<file path="src/rtl/itch_pkg.sv">
// Shared ITCH dispatcher definitions: ASCII message-type codes, FSM state enum,
// payload tracker type and a byte-extraction helper.
package itch_pkg;

    localparam logic [7:0] CODE_ORDER_ADD   = 8'h4F; // "O"
    localparam logic [7:0] CODE_TRADE       = 8'h54; // "T"
    localparam logic [7:0] CODE_ADD         = 8'h41; // "A"
    localparam logic [7:0] CODE_DELETE      = 8'h44; // "D"

    localparam logic [31:0] DEFAULT_TYPE_CODES =
        {CODE_ORDER_ADD, CODE_TRADE, CODE_ADD, CODE_DELETE};

    typedef logic [7:0] typeByte_t;
    typedef logic [5:0] tracker_t;

    // A type byte in the top byte lane leaves no payload in this word.
    localparam tracker_t LAST_BYTE_OFFSET = 6'd56;

    typedef enum logic [2:0] {
        ST_IDLE   = 3'd0,
        ST_DECODE = 3'd1,
        ST_DEFER  = 3'd2,
        ST_BUSY   = 3'd3,
        ST_RESYNC = 3'd4
    } dispatchState_t;

    function automatic typeByte_t byteAt(input logic [63:0] word, input tracker_t offset);
        return typeByte_t'(word >> offset);
    endfunction

endpackage

</file>
<file path="src/rtl/itch_type_decode.sv">
// Maps an ITCH type byte to a one-hot parser select and a known flag.
// Bit k of portSel corresponds to the k-th code listed in TYPE_CODE (leftmost first).
module itch_type_decode
    import itch_pkg::*;
#(
    parameter int                     NUM_TYPES = 4,
    parameter logic [NUM_TYPES*8-1:0] TYPE_CODE = {"O", "T", "A", "D"}
) (
    input  typeByte_t              typeByte,
    output logic [NUM_TYPES-1:0]   portSel,
    output logic                   known
);

    // First match wins so a duplicated code can never produce a multi-hot select.
    always_comb begin
        portSel = '0;
        known   = 1'b0;
        for (int k = 0; k < NUM_TYPES; k++) begin
            if (!known && typeByte == TYPE_CODE[(NUM_TYPES-1-k)*8 +: 8]) begin
                portSel[k] = 1'b1;
                known      = 1'b1;
            end
        end
    end

endmodule

</file>
<file path="src/rtl/itch_msg_dispatcher.sv">
// ITCH stream dispatcher: finds each message type byte and hands the stream to one parser.
// Optional statistics counters are built when ITCH_DISPATCH_STATS_EN is defined.
module itch_msg_dispatcher
    import itch_pkg::*;
#(
    parameter int                     NUM_TYPES = 4,
    parameter logic [NUM_TYPES*8-1:0] TYPE_CODE = {"O", "T", "A", "D"}
) (
    input  logic                     clk,
    input  logic                     rst,
    input  logic [63:0]              dataIn,
    input  logic                     dataValid,
    input  logic                     sof,
    input  logic [NUM_TYPES-1:0]     parserEnd,
    input  logic [NUM_TYPES*6-1:0]   parserTracker,
    output logic [63:0]              dataOut,
    output logic [NUM_TYPES-1:0]     start,
    output logic [5:0]               trackerOut,
    output logic [7:0]               msgType,
    output logic                     err,
`ifdef ITCH_DISPATCH_STATS_EN
    output logic [NUM_TYPES*32-1:0]  msgCount,
    output logic [15:0]              errCount,
`endif
    output dispatchState_t           dbgState
);

    // dataValid qualifies dataIn, sof and parserEnd; there is no backpressure, so a low
    // dataValid freezes the whole block. start is a level held until the selected
    // parser returns parserEnd on a valid word.

    dispatchState_t        state;
    tracker_t              tracker;
    tracker_t              decodeTracker;
    tracker_t              endTracker;
    typeByte_t             typeByte;
    logic [NUM_TYPES-1:0]  sel;
    logic [NUM_TYPES-1:0]  portSel;
    logic                  known;
    logic                  doDecode;
    logic                  endHit;

    // sof is a resync point: its type byte always sits in lane 0.
    assign doDecode      = dataValid && (sof || state == ST_DECODE);
    assign decodeTracker = sof ? tracker_t'(0) : tracker;
    assign typeByte      = byteAt(dataIn, decodeTracker);
    assign dbgState      = state;

    itch_type_decode #(
        .NUM_TYPES (NUM_TYPES),
        .TYPE_CODE (TYPE_CODE)
    ) uTypeDecode (
        .typeByte (typeByte),
        .portSel  (portSel),
        .known    (known)
    );

    // Only the parser currently holding the stream may end it.
    always_comb begin
        endHit     = 1'b0;
        endTracker = '0;
        for (int k = 0; k < NUM_TYPES; k++) begin
            if (sel[k] && parserEnd[k]) begin
                endHit     = 1'b1;
                endTracker = parserTracker[k*6 +: 6];
            end
        end
    end

    always_ff @(posedge clk) begin
        if (!rst) begin
            state      <= ST_IDLE;
            tracker    <= '0;
            sel        <= '0;
            start      <= '0;
            trackerOut <= '0;
            msgType    <= '0;
            dataOut    <= '0;
            err        <= 1'b0;
        end else if (dataValid) begin
            dataOut <= dataIn;
            if (doDecode) begin
                tracker <= decodeTracker;
                msgType <= typeByte;
                sel     <= portSel;
                if (sof) begin
                    err <= 1'b0;
                end
                if (!known) begin
                    err   <= 1'b1;
                    start <= '0;
                    state <= ST_RESYNC;
                end else if (decodeTracker == LAST_BYTE_OFFSET) begin
                    start <= '0;
                    state <= ST_DEFER;
                end else begin
                    start      <= portSel;
                    trackerOut <= decodeTracker + 6'd8;
                    state      <= ST_BUSY;
                end
            end else begin
                case (state)
                    ST_BUSY: begin
                        if (endHit) begin
                            start   <= '0;
                            tracker <= endTracker & 6'b111000;
                            state   <= ST_DECODE;
                        end
                    end
                    // Payload starts at bit 0 of the word after a top-lane type byte.
                    ST_DEFER: begin
                        start      <= sel;
                        trackerOut <= '0;
                        state      <= ST_BUSY;
                    end
                    default: ;
                endcase
            end
        end
    end

`ifdef ITCH_DISPATCH_STATS_EN
    logic [NUM_TYPES-1:0] startPrev;

    always_ff @(posedge clk) begin
        if (!rst) begin
            startPrev <= '0;
            msgCount  <= '0;
            errCount  <= '0;
        end else begin
            startPrev <= start;
            for (int k = 0; k < NUM_TYPES; k++) begin
                if (start[k] && !startPrev[k]) begin
                    msgCount[k*32 +: 32] <= msgCount[k*32 +: 32] + 32'd1;
                end
            end
            if (doDecode && !known) begin
                errCount <= errCount + 16'd1;
            end
        end
    end
`endif

endmodule

</file>
<file path="config.mk">
export PLATFORM = sky130hd
export DESIGN_NAME = itch_msg_dispatcher
export DESIGN_NICKNAME = d
export VERILOG_FILES = /design/src/rtl/itch_pkg.sv /design/src/rtl/itch_type_decode.sv /design/src/rtl/itch_msg_dispatcher.sv
export SDC_FILE = /design/constraint.sdc
export NUM_CORES = 1
export LEC_CHECK = 0
export ABC_AREA = 1
export ABC_CLOCK_PERIOD_IN_PS = 2960
export CAP_MARGIN = 20
export CELL_PAD_IN_SITES_DETAIL_PLACEMENT = 2
export CELL_PAD_IN_SITES_GLOBAL_PLACEMENT = 2
export CORE_MARGIN = 1
export CORE_UTILIZATION = 25
export CTS_BUF_LIST = sky130_fd_sc_hd__clkbuf_2 sky130_fd_sc_hd__clkbuf_4 sky130_fd_sc_hd__clkbuf_8
export DETAILED_ROUTE_END_ITERATION = 8
export PLACE_DENSITY_LB_ADDON = 0.1
export SYNTH_ARGS = -nofsm -noshare
export SYNTH_HDL_FRONTEND = slang
export SYNTH_HIERARCHICAL = 1
export SYNTH_SLANG_ARGS = --single-unit
</file>
<file path="constraint.sdc">
create_clock -name clk -period 2.96 [get_ports clk]
set_input_delay 0.592 -clock clk [delete_from_list [all_inputs] [get_ports clk]]
set_output_delay 0.592 -clock clk [all_outputs]
set_load 0.005 [all_outputs]
</file>
* After elaboration in Yosys (flattened, before gate mapping)
Index checks and enable logic that the tools add are counted.
W data, S select, Z words.
** Word-level totals
- Logic and storage cells :: 78
- Register bits after elaboration :: 96
- Input bits :: 96
- Output and inout port bits :: 86
** Cells by class
- Equality and inequality tests :: 12
- Add/subtract/negate cells :: 1
- Shifts and indexed selects :: 1
- Multiplexer cells :: 35
- Reduce and logical (&&, ||, !) cells :: 21
** Operators by type and width (count)
- $mux W6 :: 12
- $shr A64 B6 Y8 :: 1
- $eq A8 B7 Y1 const B :: 4
- $mux W4 :: 4
- $mux W1 :: 14
- $mux W3 :: 3
- $reduce_and A3 Y1 :: 3
- $logic_and A1 B1 Y1 :: 8
- $pmux W4 S2 :: 1
- $add A6 B4 Y6 const B :: 1
- $eq A3 B2 Y1 const B :: 2
- $eq A6 B6 Y1 const B :: 1
- $ne A2 B2 Y1 const B :: 3
- $pmux W3 S2 :: 1
- $reduce_bool A2 Y1 :: 3
- $reduce_and A4 Y1 :: 1
- $eq A3 B1 Y1 const B :: 1
- $logic_not A1 Y1 :: 3
- $ne A3 B3 Y1 const B :: 1
- $reduce_bool A3 Y1 :: 1
- $reduce_and A2 Y1 :: 1
- $logic_or A1 B1 Y1 :: 1

* Logic depth before layout (Yosys ltp)
Gate-level depths: netlist of the first run.
- Depth in word-level cells :: 16
- Gate-level depth with buffers :: 25
- Gate-level depth less buffers :: 23

* Cells and area by module
Netlist of the first run, hierarchy kept.
** By module, submodules not included
- itch_msg_dispatcher :: sequential area each 1921.8 sq um, area each 6487.5 sq um, cells each 1078, instances 1
- itch_type_decode :: sequential area each 0.0 sq um, area each 123.9 sq um, cells each 28, instances 1

* Least setup slack after synthesis of the first run
OpenSTA, ideal clock, no wires.
- Kind :: in2reg
- Start :: input sof
- End :: register trackerOut[5]
- Buffers on the path :: 3
- Stages on the path :: 24
- Slack :: 228 ps
- Setup time :: 116 ps
- Required time :: 2844 ps
- Arrival :: 2616 ps
- Cells stage by stage :: inv_2 nand2_4 buf_6 buf_6 nand2_1 nand3_1 nand3_1 nand3_1 nand2_1 nand2_1 nand2_1 inv_2 nand2_1 inv_1 nand2_1 nor2_4 nand2_1 nand4_1 nor2_1 nor2_1 nand2_1 inv_2 buf_6 o211a_1
** Between the ends
- Word-level cells in the longest chain between the ends :: 15
- Elaborated cells on any way between the ends :: 27
- Those cells by class :: 1 x add/sub; 7 x eq/ne; 1 x shift; 8 x mux; 10 x reduce/logical
** Ends and longest elaborated chain
- start: declaration :: RTL line itch_msg_dispatcher.sv:13 : input logic sof,
- $mux W6 * :: RTL line itch_msg_dispatcher.sv:45 : assign decodeTracker = sof ? tracker_t'(0) : tracker;
- $shr A64 B6 Y8 * :: RTL line itch_pkg.sv:28 : return typeByte_t'(word >> offset);
- via typeByte[4] :: RTL line itch_msg_dispatcher.sv:36 : typeByte_t typeByte;
- $eq A8 B7 Y1 :: RTL line itch_type_decode.sv:19 : if (!known && typeByte == TYPE_CODE[(NUM_TYPES-1-k)*8 +: 8]) begin
- $mux W1 :: RTL line itch_type_decode.sv:19
- $logic_not A1 Y1 :: RTL line itch_type_decode.sv:19
- $logic_and A1 B1 Y1 :: RTL line itch_type_decode.sv:19
- $mux W1 :: RTL line itch_type_decode.sv:19
- $logic_not A1 Y1 :: RTL line itch_type_decode.sv:19
- $logic_and A1 B1 Y1 :: RTL line itch_type_decode.sv:19
- $mux W1 :: RTL line itch_type_decode.sv:19
- $logic_not A1 Y1 :: RTL line itch_type_decode.sv:19
- $logic_and A1 B1 Y1 :: RTL line itch_type_decode.sv:19
- $mux W1 * :: RTL line itch_type_decode.sv:19
- via known :: RTL line itch_msg_dispatcher.sv:39 : logic known;
- $ne A2 B2 Y1 (no source line) *
- $reduce_and A4 Y1 (no source line) *
- end signal: assignment :: RTL line itch_msg_dispatcher.sv:98 : trackerOut <= decodeTracker + 6'd8;
- end: declaration :: RTL line itch_msg_dispatcher.sv:18 : output logic [5:0] trackerOut,
The timed path passes the listed nets; every way through them passes the cells marked *. The select of a mux whose other input is x is not followed.
A chain may end at the register's enable or synchronous reset.

* Worst setup path in the final report of the first run
- Start :: input dataIn[55]
- End :: register trackerOut[5]
** Between the ends
- Word-level cells in the longest chain between the ends :: 14
- Elaborated cells on any way between the ends :: 17
- Those cells by class :: 5 x eq/ne; 1 x shift; 4 x mux; 7 x reduce/logical
** Ends and longest elaborated chain
- start: declaration :: RTL line itch_msg_dispatcher.sv:11 : input logic [63:0] dataIn,
- $shr A64 B6 Y8 * :: RTL line itch_pkg.sv:28
- via typeByte[6] :: RTL line itch_msg_dispatcher.sv:36
- $eq A8 B7 Y1 :: RTL line itch_type_decode.sv:19
- $mux W1 :: RTL line itch_type_decode.sv:19
- $logic_not A1 Y1 :: RTL line itch_type_decode.sv:19
- $logic_and A1 B1 Y1 :: RTL line itch_type_decode.sv:19
- $mux W1 :: RTL line itch_type_decode.sv:19
- $logic_not A1 Y1 :: RTL line itch_type_decode.sv:19
- $logic_and A1 B1 Y1 :: RTL line itch_type_decode.sv:19
- $mux W1 :: RTL line itch_type_decode.sv:19
- $logic_not A1 Y1 :: RTL line itch_type_decode.sv:19
- $logic_and A1 B1 Y1 :: RTL line itch_type_decode.sv:19
- $mux W1 * :: RTL line itch_type_decode.sv:19
- via known :: RTL line itch_msg_dispatcher.sv:39
- $ne A2 B2 Y1 (no source line) *
- $reduce_and A4 Y1 (no source line) *
The timed path passes the listed nets; every way through them passes the cells marked *.

==> run summary, run 1 <==
Mean Syn Cell Area = 5.978 sq um
H-tree depth = 3
worst-skew pair later-pin latency = 0.40 ns
largest family of logic cells by synthesized area = simple AND/OR/NAND/NOR gates
Clock power frac = 31.2%
Post-Syn Area = 6611 sq um
RD Place Congestion = 0.8028
hold crit path type = register to register
status = complete, no violations
Synth area leader = dfxtp_1
Psw = 1082 uW
synth warn = 6
die area = 27,100 sq um
mux contribution to synthesized area = 0%
worst-case clock buffer depth = 2
Critical Path AT = 3.20 ns
highest clock rate = 345.7 MHz
area share of the largest cell type after synthesis = 29.07%
Synth area leaders = dfxtp_1, nand3_1, nand2_1, a21oi_1, o21ai_0
Reg power frac = 42.1%
clock sinks = 96
clock transition at the registers of the reported paths = 0.11 ns
Max-cap violations = 0
Vias per Instance = 5.225
drt first pass iters = 4
gr usage total = 21.72%
compound-cell area share of the yosys netlist = 14.02%
port bufs = 169
final net count = 1,409
fraction of registers with async set/reset = 0%
R2R Path Start = tracker[0]$_SDFFE_PN0P_
clk_skew = 0.01136 ns
Mapped Nets = 1,203
Comb pwr share = 26.7%
sequential cell area = 1929 sq um
Most used DFF post-synth = dfxtp_1
Post-DRT Antenna Nets = 0
Worst R2R Path Depth = 22
row count = 59
CTS tree = yes
Multi-input gate area = 4467 sq um
Synth cell types = 29
Hold Fails Final Rpt = 0
vias in the first global route = 8,732
Worst Hold Endpoint = trackerOut[4]$_SDFFE_PN0P_
Starting Density = 25.44%
WHS Path Cells = 2
most common cell in the netlist = nand3_1
hold slack = 0.4990 ns
total CTS buffers = 9
crit end category = register
final setup vio count = 0
flop-to-flop setup slack = 0.07 ns
post-synthesis instance total = 1,106
Core ar. = 25,980 sq um
Critical Path Source Type = input pin
first-pass GRT wire length = 46,340 um
worst-path maximum fanout = 5
Int Pwr = 2304 uW
DRC viols = 0
final worst path period share = 97.73%
CP required = 3.27 ns
die height = 164.6 um
Slew HR = 49.09%
area delta synth->final = 57.76%
Detailed Route WL = 32,130 um
Synth Area in Adders = 0.1893%
Slew Viols, Final = 0
Yosys reg bits = 96
Worst-Margin Slew = 0.7629 ns
hold_sp = trackerOut[4]$_SDFFE_PN0P_
# hold bufs at CTS = 0
post-DP HPWL = 21,420 um
layout cells sized above 1 = 22.32%
initial antenna violation count = 0
Leakage = 0.004638 uW
switching part of the total = 31.96%
Final min period = 2.893 ns
PwrDens = 324.6 nW/um^2
Seq/Total Area, Yosys = 29.07%
Post-synth EDFFs = 0
pin count of the biggest net entering global routing = 91
ANT cells = 0
commonest cells in the netlist = nand3_1, nand2_1, inv_1
Iteration-0 DRC Markers = 451
post-placement setup slack = -0.8529 ns
r2r endpoint = trackerOut[5]$_SDFFE_PN0P_
post-synthesis simple-gate area fraction = 43.81%
Setup Crit Path Kind = input pin to register
Fillers = 3,089
Root Buffer = clkbuf_8
IR drop worst, VDD = 153.1 uV
wire per inst = 19.45 um
Post-Synth XOR/XNOR Area = 0.1325%
Die Wd = 164.6 um
grt total ovfl = 0
via count = 8,632
Final WS setup = 0.06725 ns
IO Pins = 182
[what timing repair did]
action,in CTS,in global routing
setup endpoints to repair,17,14
resized for setup,25,184
gates cloned,4,11
setup buffers,2,7
pin swaps,5,18
[through the flow]
stage	instances	TNS (ns)	area (sq um)	utilization [%]	total power [uW]
2_1_floorplan	1106	0	6611	-	1819
3_3_place_gp	1612	-11.02	9035	34.77	2265
3_5_place_dp	1612	-11.95	9035	34.77	2287
4_1_cts	1634	0	9455	36.39	3370
5_1_grt	1652	-1.007	10430	40.14	3558
6_report	1652	0	10430	40.14	3386
[critical path, cell delays in order]
cell and delay [ns]:
clkdlybuf4s50_1 0.41, inv_2 0.09, nand3_1 0.14, nand3_1 0.14, nand3_1 0.11, nand3_1 0.11, nand2_1 0.07, nand2_1 0.06
nand2_1 0.10, inv_2 0.07, nand2_1 0.06, nand2_2 0.11, nor2_1 0.08, nand2_1 0.10, nand4_1 0.15, nor2_2 0.18
nor2_2 0.06, nand2_2 0.13, clkinvlp_4 0.16, o211a_1 0.24
[flip-flops by register name, summed over array words and instances (netlist names)]
| name | count |
|---|---|
| trackerOut | 6 |
| tracker | 6 |
| dataOut | 64 |
| err | 1 |
| msgType | 8 |
| sel | 4 |
| start | 4 |
| dbgState | 3 |
[area by class of cell]
| class | count | share of cell area [%] |
|---|---|---|
| Tap cell | 335 | 4.019 |
| Sequential cell | 96 | 18.50 |
| Clock inverter | 7 | 0.9717 |
| Inverter | 115 | 4.547 |
| Multi-Input combinational cell | 818 | 42.83 |
| Timing Repair Buffer | 271 | 27.88 |
| Clock buffer | 9 | 1.188 |
| Timing Repair inverter | 1 | 0.07198 |
[routing by layer]
layer / vias to the layer above / GRT usage, % / share of wire, %
met5: - / 0 / 0
met4: 0 / 5.254 / 1.5
met3: 27 / 2.336 / 3.4
met2: 178 / 37.72 / 49
met1: 4282 / 28.52 / 46
li1: 4145 / - / -
[cell families (layout without fill, tap and decap cells)]
logic type,count (synthesis),after routing
fa+ha+maj,1,1
flops,96,96
xor+xnor,1,1
buf+inv,193,403
simple gates,637,638
compound gates,178,178
[placed cells by master (no fill, tap or decap), types with 2 or more instances in the layout]
master,n
clkbuf_16,7
dfxtp_1,94
inv_6,2
nand4_1,4
bufinv_16,2
buf_8,3
a31oi_1,2
dfxtp_4,2
inv_1,86
a21oi_2,3
o221ai_1,2
buf_4,64
nand2_4,2
inv_2,24
nand3_1,281
o21ai_0,76
clkinvlp_4,2
buf_6,10
nand2_1,179
inv_4,2
clkbuf_8,9
buf_16,3
nand2_8,2
o211ai_1,2
clkinv_8,3
o21ai_1,6
dlymetal6s2s_1,2
a21oi_1,78
buf_12,17
nand2_2,33
nor2_1,37
nor2_4,5
o22ai_1,5
nor2_2,3
clkdlybuf4s50_1,164
nand3_2,91
[power groups by stage]
stage               clock (uW)  sequential, uW  combinational, uW
finish                    1060            1420                905
global route              1120            1430                998
CTS                       1100            1430                846
detailed placement           0            1460                831
global placement             0            1450                812
floorplan                    0            1450                364
[worst max-delay path by stage]
stage	start	endpoint	slack [ns]	cells after the start
detailed placement	sof	trackerOut[5]$_SDFFE_PN0P_	-0.85	20
floorplan	sof	trackerOut[5]$_SDFFE_PN0P_	0.23	24
finish	dataIn[55]	trackerOut[5]$_SDFFE_PN0P_	0.07	20
CTS	tracker[0]$_SDFFE_PN0P_	dbgState[1]$_SDFFE_PN0P_	0.04	21
global placement	sof	trackerOut[5]$_SDFFE_PN0P_	-0.76	20
global route	dataIn[55]	trackerOut[5]$_SDFFE_PN0P_	-0.12	20
(Power assumes the default switching activity.)
==> inputs of run 2 (changes only) <==
SYNTH_HIERARCHICAL = default   (was 1)
==> run 2 against run 1 <==
Compared with the run above: clock power is 8% lower; critical path depth is 2 lower; register-to-register slack better by 0.15 ns; global-route usage is 1.6 points higher; worst setup slack better by 0.15 ns; wire length is 3.4% higher; cell count is 4.8% higher; non-clock buffer count stayed put; first-iteration DRC count is 15% lower; utilization is 2.3 points lower; worst hold slack worse by 0.017 ns; largest power group unchanged; clock-buffer cell count is 1 higher.
==> run summary, run 2 <==
area share of the largest cell type after synthesis = 28.19% (-0.88 points)
Critical Path Source Type = register
CP required = 3.26 ns (about the same)
row count = 60 (+1.7%)
total CTS buffers = 9 (unchanged)
first-pass GRT wire length = 51,410 um (+11%)
Top delay family on crit path = simple AND/OR/NAND/NOR gates
PwrDens = 325.8 nW/um^2 (+0.36%)
Comb pwr share = 27.7% (+1.0 points)
final net count = 1,483 (+5.3%)
RD Place Congestion = 0.8315 (+3.6%)
clk_skew = 0.01252 ns (+0.001161 ns)
Die Wd = 167.1 um (+1.5%)
hold slack = 0.4825 ns (-0.01653 ns)
Yosys reg bits = 96 (unchanged)
worst-path maximum fanout = 18 (+13)
IO Pins = 182 (unchanged)
Worst R2R Path Depth = 18 (-18%)
highest clock rate = 364.1 MHz (+5.3%)
Cell Chain, Critical Path = buf_4 > nand3_1 > nand2_1 > nand2_1 > nand3_1 > nand2_1 > nor2_1 > nand2_1 > nand3_2 > nand2_2 > nor2_1 > nand2_2 > nor2_4 > nor2_4 > nand4_4 > nand2_2 > nor2_1 > nor2_1
Final min period = 2.746 ns (-0.1464 ns)
Detailed Route WL = 33,220 um (+3.4%)
synth warn = 0 (-6)
final worst path period share = 92.78% (-4.9 points)
ANT cells = 0 (unchanged)
post-DP HPWL = 23,630 um (+10%)
Post-Syn Area = 6818 sq um (+3.1%)
post-layout util = 37.85% (-2.3 points)
Reg power frac = 42.8% (+0.7 points)
WP depth = 18 (-10%)
WHS Path Cells = 2 (unchanged)
most common cell in the netlist = nand2_1
Starting Density = 25.37% (-0.075 points)
DRC viols = 0 (unchanged)
Core ar. = 26,880 sq um (+3.4%)
Mean Syn Cell Area = 5.783 sq um (-3.3%)
layout cells sized above 1 = 13.80% (-8.5 points)
wire per inst = 19.18 um (-1.4%)
Iteration-0 DRC Markers = 382 (-15%)
Int Pwr = 2233 uW (-3.1%)
status = complete, no violations
crit end category = register
area delta synth->final = 49.22%
Slew HR = 50.65% (+1.6 points)
Largest regs = dataOut (64), msgType (8)
Setup Crit Path Kind = register to register
vias in the first global route = 9,307 (+6.6%)
fraction of registers with async set/reset = 0% (unchanged)
die height = 167.1 um (+1.5%)
CTS tree = yes
worst-case clock buffer depth = 2 (unchanged)
Seq/Total Area, Yosys = 28.19% (-0.88 points)
worst-skew pair later-pin latency = 0.40 ns (about the same)
Mapped Nets = 1,276 (+6.1%)
Root Buffer = clkbuf_8
Largest register FFs = 64 (unchanged)
port bufs = 169 (unchanged)
drt first pass iters = 4 (unchanged)
Synth area leader = dfxtp_1
Critical-path top delay cell = dfxtp_2
most flop-heavy register = dataOut
Worst-Margin Slew = 0.7339 ns (-0.02894 ns)
commonest non-fill, non-tap cell in the layout = nand2_1
Clock power frac = 29.5% (-1.7 points)
Hold Fails Final Rpt = 0 (unchanged)
Slew Viols, Final = 0 (unchanged)
most frequent cells in the layout = nand2_1, nand3_1, clkdlybuf4s50_1, nor2_1, dfxtp_1
Fillers = 3,342 (+8.2%)
post-synthesis instance total = 1,179 (+6.6%)
Synth cell types = 32 (+10%)
Crit path largest cell delay = 0.51 ns (+0.10 ns)
RSZ-0062 raised after global routing = no
grt total ovfl = 0 (unchanged)
clock sinks = 96 (unchanged)
Critical Path AT = 3.05 ns (-0.15 ns)
IR drop worst, VDD = 181.2 uV (+18%)
H-tree depth = 3 (unchanged)
Most used DFF post-synth = dfxtp_1
clock transition at the registers of the reported paths = 0.11 ns (about the same)
Vias per Instance = 5.068 (-3.0%)
switching part of the total = 32.62% (+0.66 points)
final setup vio count = 0 (unchanged)
hold crit path type = register to register
Synth area leaders = dfxtp_1, nand3_1, nand2_1, nor2_1, o21ai_0
Placed Cells = 1,696 (+5.2%)
flop-to-flop setup slack = 0.21 ns (+0.15 ns)
# hold bufs at CTS = 0 (unchanged)
commonest cells in the netlist = nand2_1, nand3_1, nor2_1
die area = 27,940 sq um (+3.1%)
Max-cap violations = 0 (unchanged)
via count = 8,777 (+1.7%)
gr usage total = 23.31% (+1.6 points)
Psw = 1081 uW (about the same)
worst path bufs/invs = 1 (-3)
Post-DRT Antenna Nets = 0 (unchanged)
initial antenna violation count = 0 (unchanged)
non-filler cells, final = 1,732 (+4.8%)
Leakage = 0.004687 uW (+1.1%)
pin count of the biggest net entering global routing = 61 (-33%)
Post-synth EDFFs = 0 (unchanged)
[run 2: timing repair]
| action | in CTS | in global routing |
|---|---|---|
| buffers inserted | 3 | 6 |
| pin swaps | 6 | 15 |
| gates cloned | 6 | 5 |
| resized for setup | 43 | 29 |
| setup endpoints to repair | 16 | 14 |
[run 2: cells by family (layout without fill, tap and decap cells)]
| kind of cell | after synthesis | count (layout) | share of synthesized area, % |
|---|---|---|---|
| and+or+nand+nor | 762 | 764 | 48.49 |
| AOI/OAI and AO/OA | 162 | 162 | 12.46 |
| buffers and inverters | 158 | 368 | 10.68 |
| DFF | 96 | 96 | 28.19 |
| adders and majority gates | 1 | 1 | 0.1835 |
[run 2: final cells by class]
cell class	instances	area, sq um	area share (%)
Tap cell	341	426.7	4.194
Timing Repair Buffer	271	2920	28.70
Clock inverter	6	68.82	0.6764
Clock buffer	10	137.6	1.353
Sequential cell	96	1923	18.90
Inverter	81	330.3	3.247
Multi-Input combinational cell	927	4367	42.92
[run 2: path summary, 6_finish.rpt]
| kind | endpoint | startpoint |
|---|---|---|
| max | trackerOut[4]$_SDFFE_PN0P_ | tracker[0]$_SDFFE_PN0P_ |
| min | start[0]$_SDFFE_PN0P_ | start[0]$_SDFFE_PN0P_ |
| max reg2reg | trackerOut[4]$_SDFFE_PN0P_ | tracker[0]$_SDFFE_PN0P_ |
| min reg2reg | start[0]$_SDFFE_PN0P_ | start[0]$_SDFFE_PN0P_ |
[run 2: power groups by stage]
stage          registers, uW  logic, uW  clock network, uW
3_3_place_gp            1450        849                  0
5_1_grt                 1430       1010               1070
6_report                1420        917                978
2_1_floorplan           1450        371                  0
3_5_place_dp            1450        872                  0
4_1_cts                 1420        903               1030
[run 2: worst register-to-register path, cell delays in order (launching register included)]
cell	delay, ns
dfxtp_2	0.51
buf_4	0.31
nand3_1	0.14
nand2_1	0.12
nand2_1	0.10
nand3_1	0.10
nand2_1	0.06
nor2_1	0.15
nand2_1	0.09
nand3_2	0.09
nand2_2	0.09
nor2_1	0.16
nand2_2	0.10
nor2_4	0.13
nor2_4	0.07
nand4_4	0.14
nand2_2	0.08
nor2_1	0.15
nor2_1	0.06
[run 2: through the flow]
step / power (uW) / setup TNS [ns] / area, sq um / worst slack (ns)
after CTS: 3353 / 0 / 9918 / 0.1257
final: 3314 / 0 / 10170 / 0.2136
after detailed placement: 2321 / -9.969 / 9364 / -0.6642
after global placement: 2295 / -8.551 / 9359 / -0.5761
after global routing: 3511 / 0 / 10170 / 0.03053
after floorplan: 1821 / 0 / 6818 / 0.4203
[run 2: routing by layer]
layer	track usage (%)	wire length, um
met2	42.68	16920
met5	0	0
met3	2.765	867
met1	28.96	14960
met4	5.425	474
